===== config.mk =====
export PLATFORM = sky130hd
export DESIGN_NAME = fifo_rd_stream_flat
export DESIGN_NICKNAME = d
export VERILOG_FILES = /design/src/rtl/fifo_rd_stream_if.sv /design/src/rtl/fifo_rd_stream.sv /design/src/flat_wrapper.sv
export SDC_FILE = /design/constraint.sdc
export NUM_CORES = 1
export LEC_CHECK = 0
export ABC_AREA = 1
export CAP_MARGIN = 10
export CORE_ASPECT_RATIO = 0.5
export CORE_UTILIZATION = 57
export CTS_BUF_LIST = sky130_fd_sc_hd__clkbuf_8
export DETAILED_ROUTE_END_ITERATION = 8
export PLACE_DENSITY = 0.92
export SLEW_MARGIN = 30
export SYNTH_ARGS = -nofsm -noshare
export SYNTH_HDL_FRONTEND = slang
export SYNTH_SLANG_ARGS = --single-unit

===== constraint.sdc =====
create_clock -name clk_rd_i -period 3.7 [get_ports clk_rd_i]
set_input_delay 0.925 -clock clk_rd_i [delete_from_list [all_inputs] [get_ports clk_rd_i]]
set_output_delay 0.925 -clock clk_rd_i [all_outputs]
set_load 0.03 [all_outputs]

===== src/rtl/fifo_rd_stream_if.sv =====
// FIFO read port plus downstream valid/ready stream; signal suffixes are relative to the drain stage.
// master = drain stage (issues reads, sources the stream), slave = FIFO/consumer side.
interface fifo_rd_stream_if #(
  parameter int DATA_WIDTH = 18
);
  logic                  fifo_ne_i;
  logic [DATA_WIDTH-1:0] fifo_data_i;
  logic                  fifo_rd_o;
  logic                  fifo_oe_o;
  logic                  m_valid_o;
  logic                  m_ready_i;
  logic [DATA_WIDTH-1:0] m_data_o;

  modport master (
    input  fifo_ne_i, fifo_data_i, m_ready_i,
    output fifo_rd_o, fifo_oe_o, m_valid_o, m_data_o
  );

  modport slave (
    output fifo_ne_i, fifo_data_i, m_ready_i,
    input  fifo_rd_o, fifo_oe_o, m_valid_o, m_data_o
  );
endinterface


===== src/rtl/fifo_rd_stream.sv =====
// Bounded-burst FIFO drain into a valid/ready stream; words appear 2 edges after their read strobe.
// Backpressure: reads stop once queued + in-flight words fill the skid queue; head held while stalled.
module fifo_rd_stream #(
  parameter int DATA_WIDTH = 18,
  parameter int BUF_DEPTH  = 3,
  parameter int LEN_WIDTH  = 16
) (
  input  logic                 clk_rd_i,
  input  logic                 mrst_n_i,
  input  logic                 start_i,
  input  logic [LEN_WIDTH-1:0] burst_len_i,
  input  logic                 flush_i,
  fifo_rd_stream_if.master     bus,
  output logic                 busy_o,
  output logic                 done_o,
  output logic [LEN_WIDTH-1:0] word_cnt_o
);

  localparam int PTR_W = (BUF_DEPTH > 1) ? $clog2(BUF_DEPTH) : 1;
  localparam int OCC_W = $clog2(BUF_DEPTH + 1);

  typedef enum logic [1:0] {IDLE, STREAM, DRAIN} state_t;

  state_t                 state;
  logic [LEN_WIDTH-1:0]   len_q;
  logic [LEN_WIDTH-1:0]   issued_q;
  logic [LEN_WIDTH-1:0]   issued_nxt;
  logic                   rd_q;
  logic [DATA_WIDTH-1:0]  mem [BUF_DEPTH];
  logic [PTR_W-1:0]       wr_ptr;
  logic [PTR_W-1:0]       rd_ptr;
  logic [OCC_W-1:0]       occ;
  logic [OCC_W:0]         pend;
  logic                   at_len;
  logic                   room;
  logic                   rd;
  logic                   last_issue;
  logic                   push;
  logic                   pop;

  function automatic logic [PTR_W-1:0] ptr_inc(input logic [PTR_W-1:0] p);
    return (p == PTR_W'(BUF_DEPTH - 1)) ? '0 : p + PTR_W'(1);
  endfunction

  // Words already queued plus the one still in the FIFO's output latch bound new issues.
  assign pend       = {1'b0, occ} + (OCC_W+1)'(rd_q);
  assign room       = pend < (OCC_W+1)'(BUF_DEPTH);
  assign at_len     = (len_q != '0) && (issued_q == len_q);
  assign rd         = (state == STREAM) && bus.fifo_ne_i && room && !at_len && !flush_i;
  assign issued_nxt = issued_q + LEN_WIDTH'(rd);
  assign last_issue = rd && (len_q != '0) && (issued_nxt == len_q);

  assign push = rd_q;
  assign pop  = bus.m_valid_o && bus.m_ready_i;

  assign bus.fifo_rd_o = rd;
  assign bus.fifo_oe_o = busy_o | rd_q;
  assign bus.m_valid_o = (occ != '0);
  assign bus.m_data_o  = mem[rd_ptr];
  assign busy_o        = (state != IDLE);

  always_ff @(posedge clk_rd_i or negedge mrst_n_i) begin
    if (!mrst_n_i) begin
      state      <= IDLE;
      len_q      <= '0;
      issued_q   <= '0;
      word_cnt_o <= '0;
      done_o     <= 1'b0;
      rd_q       <= 1'b0;
    end else begin
      rd_q     <= rd;
      done_o   <= 1'b0;
      issued_q <= issued_nxt;
      if (pop) begin
        word_cnt_o <= word_cnt_o + LEN_WIDTH'(1);
      end
      case (state)
        IDLE: begin
          if (start_i) begin
            state      <= STREAM;
            len_q      <= burst_len_i;
            issued_q   <= '0;
            word_cnt_o <= '0;
          end
        end
        STREAM: begin
          if (flush_i || last_issue) begin
            state <= DRAIN;
          end
        end
        DRAIN: begin
          if ((occ == '0) && !rd_q && !rd) begin
            state  <= IDLE;
            done_o <= 1'b1;
          end
        end
        default: state <= IDLE;
      endcase
    end
  end

  always_ff @(posedge clk_rd_i or negedge mrst_n_i) begin
    if (!mrst_n_i) begin
      wr_ptr <= '0;
      rd_ptr <= '0;
      occ    <= '0;
      for (int i = 0; i < BUF_DEPTH; i++) begin
        mem[i] <= '0;
      end
    end else begin
      if (push) begin
        mem[wr_ptr] <= bus.fifo_data_i;
        wr_ptr      <= ptr_inc(wr_ptr);
      end
      if (pop) begin
        rd_ptr <= ptr_inc(rd_ptr);
      end
      case ({push, pop})
        2'b10:   occ <= occ + OCC_W'(1);
        2'b01:   occ <= occ - OCC_W'(1);
        default: occ <= occ;
      endcase
    end
  end

endmodule


===== src/flat_wrapper.sv =====
// flat-port wrapper written by rule: the top's interface ports become plain ports
module fifo_rd_stream_flat 
#(
  parameter int DATA_WIDTH = 18,
  parameter int BUF_DEPTH  = 3,
  parameter int LEN_WIDTH  = 16
)
  (clk_rd_i, mrst_n_i, start_i, burst_len_i, flush_i, busy_o, done_o, word_cnt_o, bus_fifo_ne_i, bus_fifo_data_i, bus_m_ready_i, bus_fifo_rd_o, bus_fifo_oe_o, bus_m_valid_o, bus_m_data_o);
  fifo_rd_stream_if #(.DATA_WIDTH(DATA_WIDTH)) bus_i ();
  input  logic clk_rd_i;
  input  logic mrst_n_i;
  input  logic start_i;
  input  logic [LEN_WIDTH-1:0] burst_len_i;
  input  logic flush_i;
  output logic busy_o;
  output logic done_o;
  output logic [LEN_WIDTH-1:0] word_cnt_o;
  input wire logic [$bits(bus_i.fifo_ne_i)-1:0] bus_fifo_ne_i;
  input wire logic [$bits(bus_i.fifo_data_i)-1:0] bus_fifo_data_i;
  input wire logic [$bits(bus_i.m_ready_i)-1:0] bus_m_ready_i;
  output wire logic [$bits(bus_i.fifo_rd_o)-1:0] bus_fifo_rd_o;
  output wire logic [$bits(bus_i.fifo_oe_o)-1:0] bus_fifo_oe_o;
  output wire logic [$bits(bus_i.m_valid_o)-1:0] bus_m_valid_o;
  output wire logic [$bits(bus_i.m_data_o)-1:0] bus_m_data_o;
  assign bus_i.fifo_ne_i = bus_fifo_ne_i;
  assign bus_i.fifo_data_i = bus_fifo_data_i;
  assign bus_i.m_ready_i = bus_m_ready_i;
  assign bus_fifo_rd_o = bus_i.fifo_rd_o;
  assign bus_fifo_oe_o = bus_i.fifo_oe_o;
  assign bus_m_valid_o = bus_i.m_valid_o;
  assign bus_m_data_o = bus_i.m_data_o;
  fifo_rd_stream #(.DATA_WIDTH(DATA_WIDTH), .BUF_DEPTH(BUF_DEPTH), .LEN_WIDTH(LEN_WIDTH)) u_core (.clk_rd_i(clk_rd_i), .mrst_n_i(mrst_n_i), .start_i(start_i), .burst_len_i(burst_len_i), .flush_i(flush_i), .bus(bus_i), .busy_o(busy_o), .done_o(done_o), .word_cnt_o(word_cnt_o));
endmodule

**Yosys cells after proc, flatten, opt, wreduce, memory -nomap -nowiden**

Index checks and enable logic that the tools add are counted.

- Output and inout port bits: 39
- Flip-flop bits (word level): 112

- Bitwise gates (word level): 3
- $add $sub $neg: 7
- Reductions and logical operators: 24
- $lt $le $gt $ge: 4
- Muxes and demuxes: 20
- Eq/ne operators: 11

Operators with widths:

| operator | count |
|---|---|
| 2-to-1 mux 16 bit | 5 |
| bitwise mux 54 bit | 1 |
| 2-to-1 mux 18 bit | 3 |
| binary-select mux 18 bit (select 2 bit) | 1 |
| demux 18 bit (select 2 bit) | 1 |
| equality test 16 bit | 2 |
| adder 16 x 1 -> 16 bit | 1 |
| adder 16 x 1 -> 16 bit (second input constant) | 1 |
| nonzero test 16 bit | 1 |
| logical AND 1 bit | 11 |
| 2-to-1 mux 2 bit | 5 |
| equality test 2 bit (second input constant) | 4 |
| adder 2 x 1 -> 2 bit (second input constant) | 3 |
| greater-or-equal comparator 3 bit (second input constant) | 2 |
| inverter 2 -> 3 bit | 2 |
| case mux 2 bit (3 select lines) | 1 |
| nonzero test 2 bit | 3 |
| equality test 2 x 1 -> 1 bit (second input constant) | 2 |
| logical NOT 1 bit | 4 |
| logical NOT 2 bit | 2 |
| != test 2 bit (second input constant) | 2 |
| case mux 2 bit (2 select lines) | 1 |
| adder 2 x 1 -> 3 bit | 1 |
| < comparator 3 x 1 -> 1 bit (second input constant) | 1 |
| other kinds (8) | 9 |

**Depth between registers and ports, before layout**

- Word-level depth: 11
- Depth in mapped cells: 22
- Depth with buffers taken out: 22

**Worst setup path before layout**

No wires, ideal clock.

- Kind: input to register
- Start point: input flush_i
- End point: register u_core.state[1]
- Setup slack: 0.756 ns
- Library setup time: 0.065 ns
- Path buffers: 0
- Data required time: 3.635 ns
- Stages on the path: 18
- Arrival: 2.879 ns
- Cells stage by stage: nor2_1 nand4_1 o21bai_1 inv_1 ha_1 ha_1 nand3_2 clkinv_2 nand2_4 nor2_4 nand3_1 nand2_1 nand3_1 nor2_1 nand3_1 nand2_1 nand3_1 nand2_1

- Cells in the longest elaborated chain, start to end: 8
- Elaborated cells on any way between the ends: 12

Ends and longest elaborated chain:

| item | RTL line | source |
|---|---|---|
| start, declared | flat_wrapper.sv:14 | `input logic flush_i;` |
| logical NOT 1 bit (*) | fifo_rd_stream.sv:49 | `assign rd = (state == STREAM) && bus.fifo_ne_i && room && !at_len && !flush_i;` |
| logical AND 1 bit (*) | fifo_rd_stream.sv:49 |  |
| via bus_fifo_rd_o | flat_wrapper.sv:21 | `output wire logic [$bits(bus_i.fifo_rd_o)-1:0] bus_fifo_rd_o;` |
| adder 16 x 1 -> 16 bit | fifo_rd_stream.sv:50 | `assign issued_nxt = issued_q + LEN_WIDTH'(rd);` |
| equality test 16 bit | fifo_rd_stream.sv:51 | `assign last_issue = rd && (len_q != '0) && (issued_nxt == len_q);` |
| logical AND 1 bit | fifo_rd_stream.sv:51 |  |
| logical OR 1 bit | fifo_rd_stream.sv:87 | `if (flush_i \|\| last_issue) begin` |
| != test 2 bit (no line) | - |  |
| AND reduction 3 bit (no line) (*) | - |  |
| end signal, assigned | fifo_rd_stream.sv:88 | `state <= DRAIN;` |
| end signal, assigned | fifo_rd_stream.sv:93 | `state <= IDLE;` |
| end signal, assigned | fifo_rd_stream.sv:97 | `default: state <= IDLE;` |
| end, declared | fifo_rd_stream.sv:24 | `state_t state;` |

Mark *: on every way through the listed nets, which the timed path passes. The rest lies on a longest branch.
A chain may end at the register's enable or synchronous reset.

**Worst setup path after layout**

- Start point: input flush_i
- End point: output bus_fifo_rd_o

- Cells in the longest elaborated chain, start to end: 2

Ends and longest elaborated chain:

| item | RTL line |
|---|---|
| logical NOT 1 bit | fifo_rd_stream.sv:49 |
| logical AND 1 bit | fifo_rd_stream.sv:49 |
| end, declared | flat_wrapper.sv:21 |

Every way passes these cells.

==> run summary <==
Run status - complete, no violations
Min setup slack post-route - 0.174 ns
TritonCTS clock tree - built
Largest cells by area after synthesis - dfrtp_1 50%, nand2_1 15%, o21ai_0 7.9%
Worst-path cell chain - clkdlybuf4s50_1 -> nor2_1 -> nand4_1 -> o21bai_1 -> inv_1 -> clkdlybuf4s50_1
Initial antenna violation count - 0
Vias in the first global route - 4680
Least-Margin Pin Slew - 0.560 ns
Worst setup SP type - primary input
Final hold vios - 0
Pre-CTS WS - 0.170 ns
TNS Setup - 0 ns
Final WL - 12600 um
NumNets Final - 843
Endpoints failing setup - 0
GRT Overall Usage - 26.1%
PortBufs - 78
Top cells by instance count after synthesis - 220 x nand2_1, 112 x dfrtp_1, 88 x o21ai_0, 71 x inv_1, 65 x nand3_1
Worst-path clk slew - 0.11 ns
Longest Clk Path Bufs - 2
Leakage - 3.30 nW
Core box area - 9480 um2
DR vias/cell - 5.31
#FFs+latches synth - 112
Core Rows - 25
DR pass1 iterations - 6
Count leader, synth - nand2_1
Post-synthesis cell type count - 28
RSZ-0062 raised after global routing - false
Asr flop ratio synth - 100%
Seq/Total Area, Yosys - 50.1%
PnR Total Power - 5.09 mW
DR iter-0 viols - 427
Synth Flop Type - dfrtp_1
Final period utilization - 95.3%
Hold Slack - 0.496 ns
DRC Markers - 0
EDFF count, synth - 0
CTS root buf - clkbuf_8
Crit path max-delay family - buffers and inverters
Post-CTS Hold Fix Bufs - 0
Worst EP required - 2.77 ns
Peak VDD IR - 0.479 mV
Final Max Slew Viols - 0
CP arrival - 2.60 ns
Die Y-Extent - 72.1 um
Largest area contributor in the netlist - dfrtp_1
Sink Count - 112
Share of the synthesized area in the top cell type - 50.1%
Vias - 4978
Critical Path Sink Type - output port
Total CTS buffers - 9
CP most frequent cell - clkdlybuf4s50_1
Crit path largest cell delay - 0.67 ns
Max H-tree Level - 3
Post-synthesis cell count - 719
Mean Syn Cell Area - 7.79 um2
DP Wirelength - 8880 um
Post-DRT Antenna Nets - 0
Fin crit period - 3.53 ns
Share of layout cells above drive strength 1 - 6.48%
CTS resizes - 0
P per Cell Area - 753 nW/um2
WL/cell - 13.5 um
Die Span X - 142 um
Post-Syn Area - 5600 um2
Post-CTS setup buffer count - 0
First-pass GRT wire length - 21200 um
Slowest-stage cell, CP - clkdlybuf4s50_1
Post-Place Cells - 921
Post-Syn Nets - 765
Maximum clock rate - 284 MHz
Max_slew headroom - 62.7%
Insertion delay of the later-clocked pin in the worst-skew pair - 0.37 ns
Largest net degree at the start of global routing - 72
Worst min path class - reg2reg
Fin area - 6750 um2
Congestion Overflow GR - 0
N_diodes - 0
Critical path class - in2out
Skew final - 0.0113 ns
Max-Cap Viols - 0
Final Non-Filler Cells - 937
Synth-to-layout area growth - 20.6%
Die ar. - 10200 um2
Final Util - 71.2%
Placed inst area - 6560 um2
Synth warn - 0
Initial Util - 59.1%
Ports - 79
CP Buf/Inv Count - 3
Worst Path Max Fanout - 3
Routability Congestion - 0.868
==> placed cells by master (no fill, tap or decap), types with 2 or more instances in the layout <==
cell             instances
a21oi_1                 23
buf_4                   12
clkbuf_8                10
clkdlybuf4s50_1         76
dfrtp_1                112
ha_1                     6
inv_1                   71
inv_2                    2
inv_8                    3
nand2_1                220
nand2_2                  3
nand2_4                  3
nand3_1                 65
nand3_2                  3
nand4_1                  5
nor2_1                  56
nor2_2                   3
nor2_4                   4
nor3_1                   4
nor3_4                   2
o21ai_0                 88
o21bai_1                 2
xnor2_1                  9
xor2_1                   9
==> worst register-to-register path: cells and delay by family, from the launching register on <==
family / cells / cell delay, ns
AND/OR/NAND/NOR: 13 / 1.13
adder cells (fa/ha/maj): 4 / 0.96
flip-flops: 1 / 0.50
buffers and inverters: 2 / 0.26
AO/OA/AOI/OAI: 1 / 0.22
==> power by group <==
group / switching, mW / internal [mW]
clock: 0.445 / 0.282
combinational: 1.47 / 0.940
sequential: 0.298 / 1.65
total: 2.21 / 2.87
==> worst paths after layout <==
kind,from,to,slack [ns],depth (start not counted)
max,flush_i,bus_fifo_rd_o,0.17,6
min,u_core.mem[28],u_core.mem[28],0.50,2
max reg2reg,u_core.push,u_core.state[1],0.59,20
min reg2reg,u_core.mem[28],u_core.mem[28],0.50,2
max in group asynchronous,mrst_n_i,u_core.mem[16],2.42,2
min in group asynchronous,mrst_n_i,u_core.len_q[1],0.54,1
==> state kept, by name, summed over array words and instances, names as in the netlist <==
name / flops
u_core.rd_ptr: 2
u_core.len_q: 16
u_core.done_o: 1
u_core.mem: 54
u_core.issued_q: 16
u_core.word_cnt_o: 16
u_core.occ: 2
u_core.push: 1
u_core.wr_ptr: 2
u_core.state: 2
==> layer usage <==
layer | track usage [%] | share of wire, % | wire [um]
met5 | 0 | 0 | 0
met3 | 4.29 | 5.9 | 752
met1 | 33.7 | 43 | 5430
met2 | 46.5 | 50 | 6330
met4 | 6.69 | 1.1 | 134
==> area by class of cell <==
type	instances	area, um2
flip-flops and latches	112	2800
fillers	747	2730
multi-input cells	510	2430
repair buffers	89	871
inverters	75	285
well taps	135	169
clock buffers	10	138
clock inverters	6	58.8
==> cell families (layout without fill, tap and decap cells) <==
group	count (synthesis)	in the layout	synth area share [%]
flops	112	112	50.1
simple gates	373	373	29.0
xor+xnor	18	18	2.82
compound gates	113	113	10.2
fa+ha+maj	6	6	1.34
buf+inv	97	180	6.57
(Power assumes the default switching activity.)
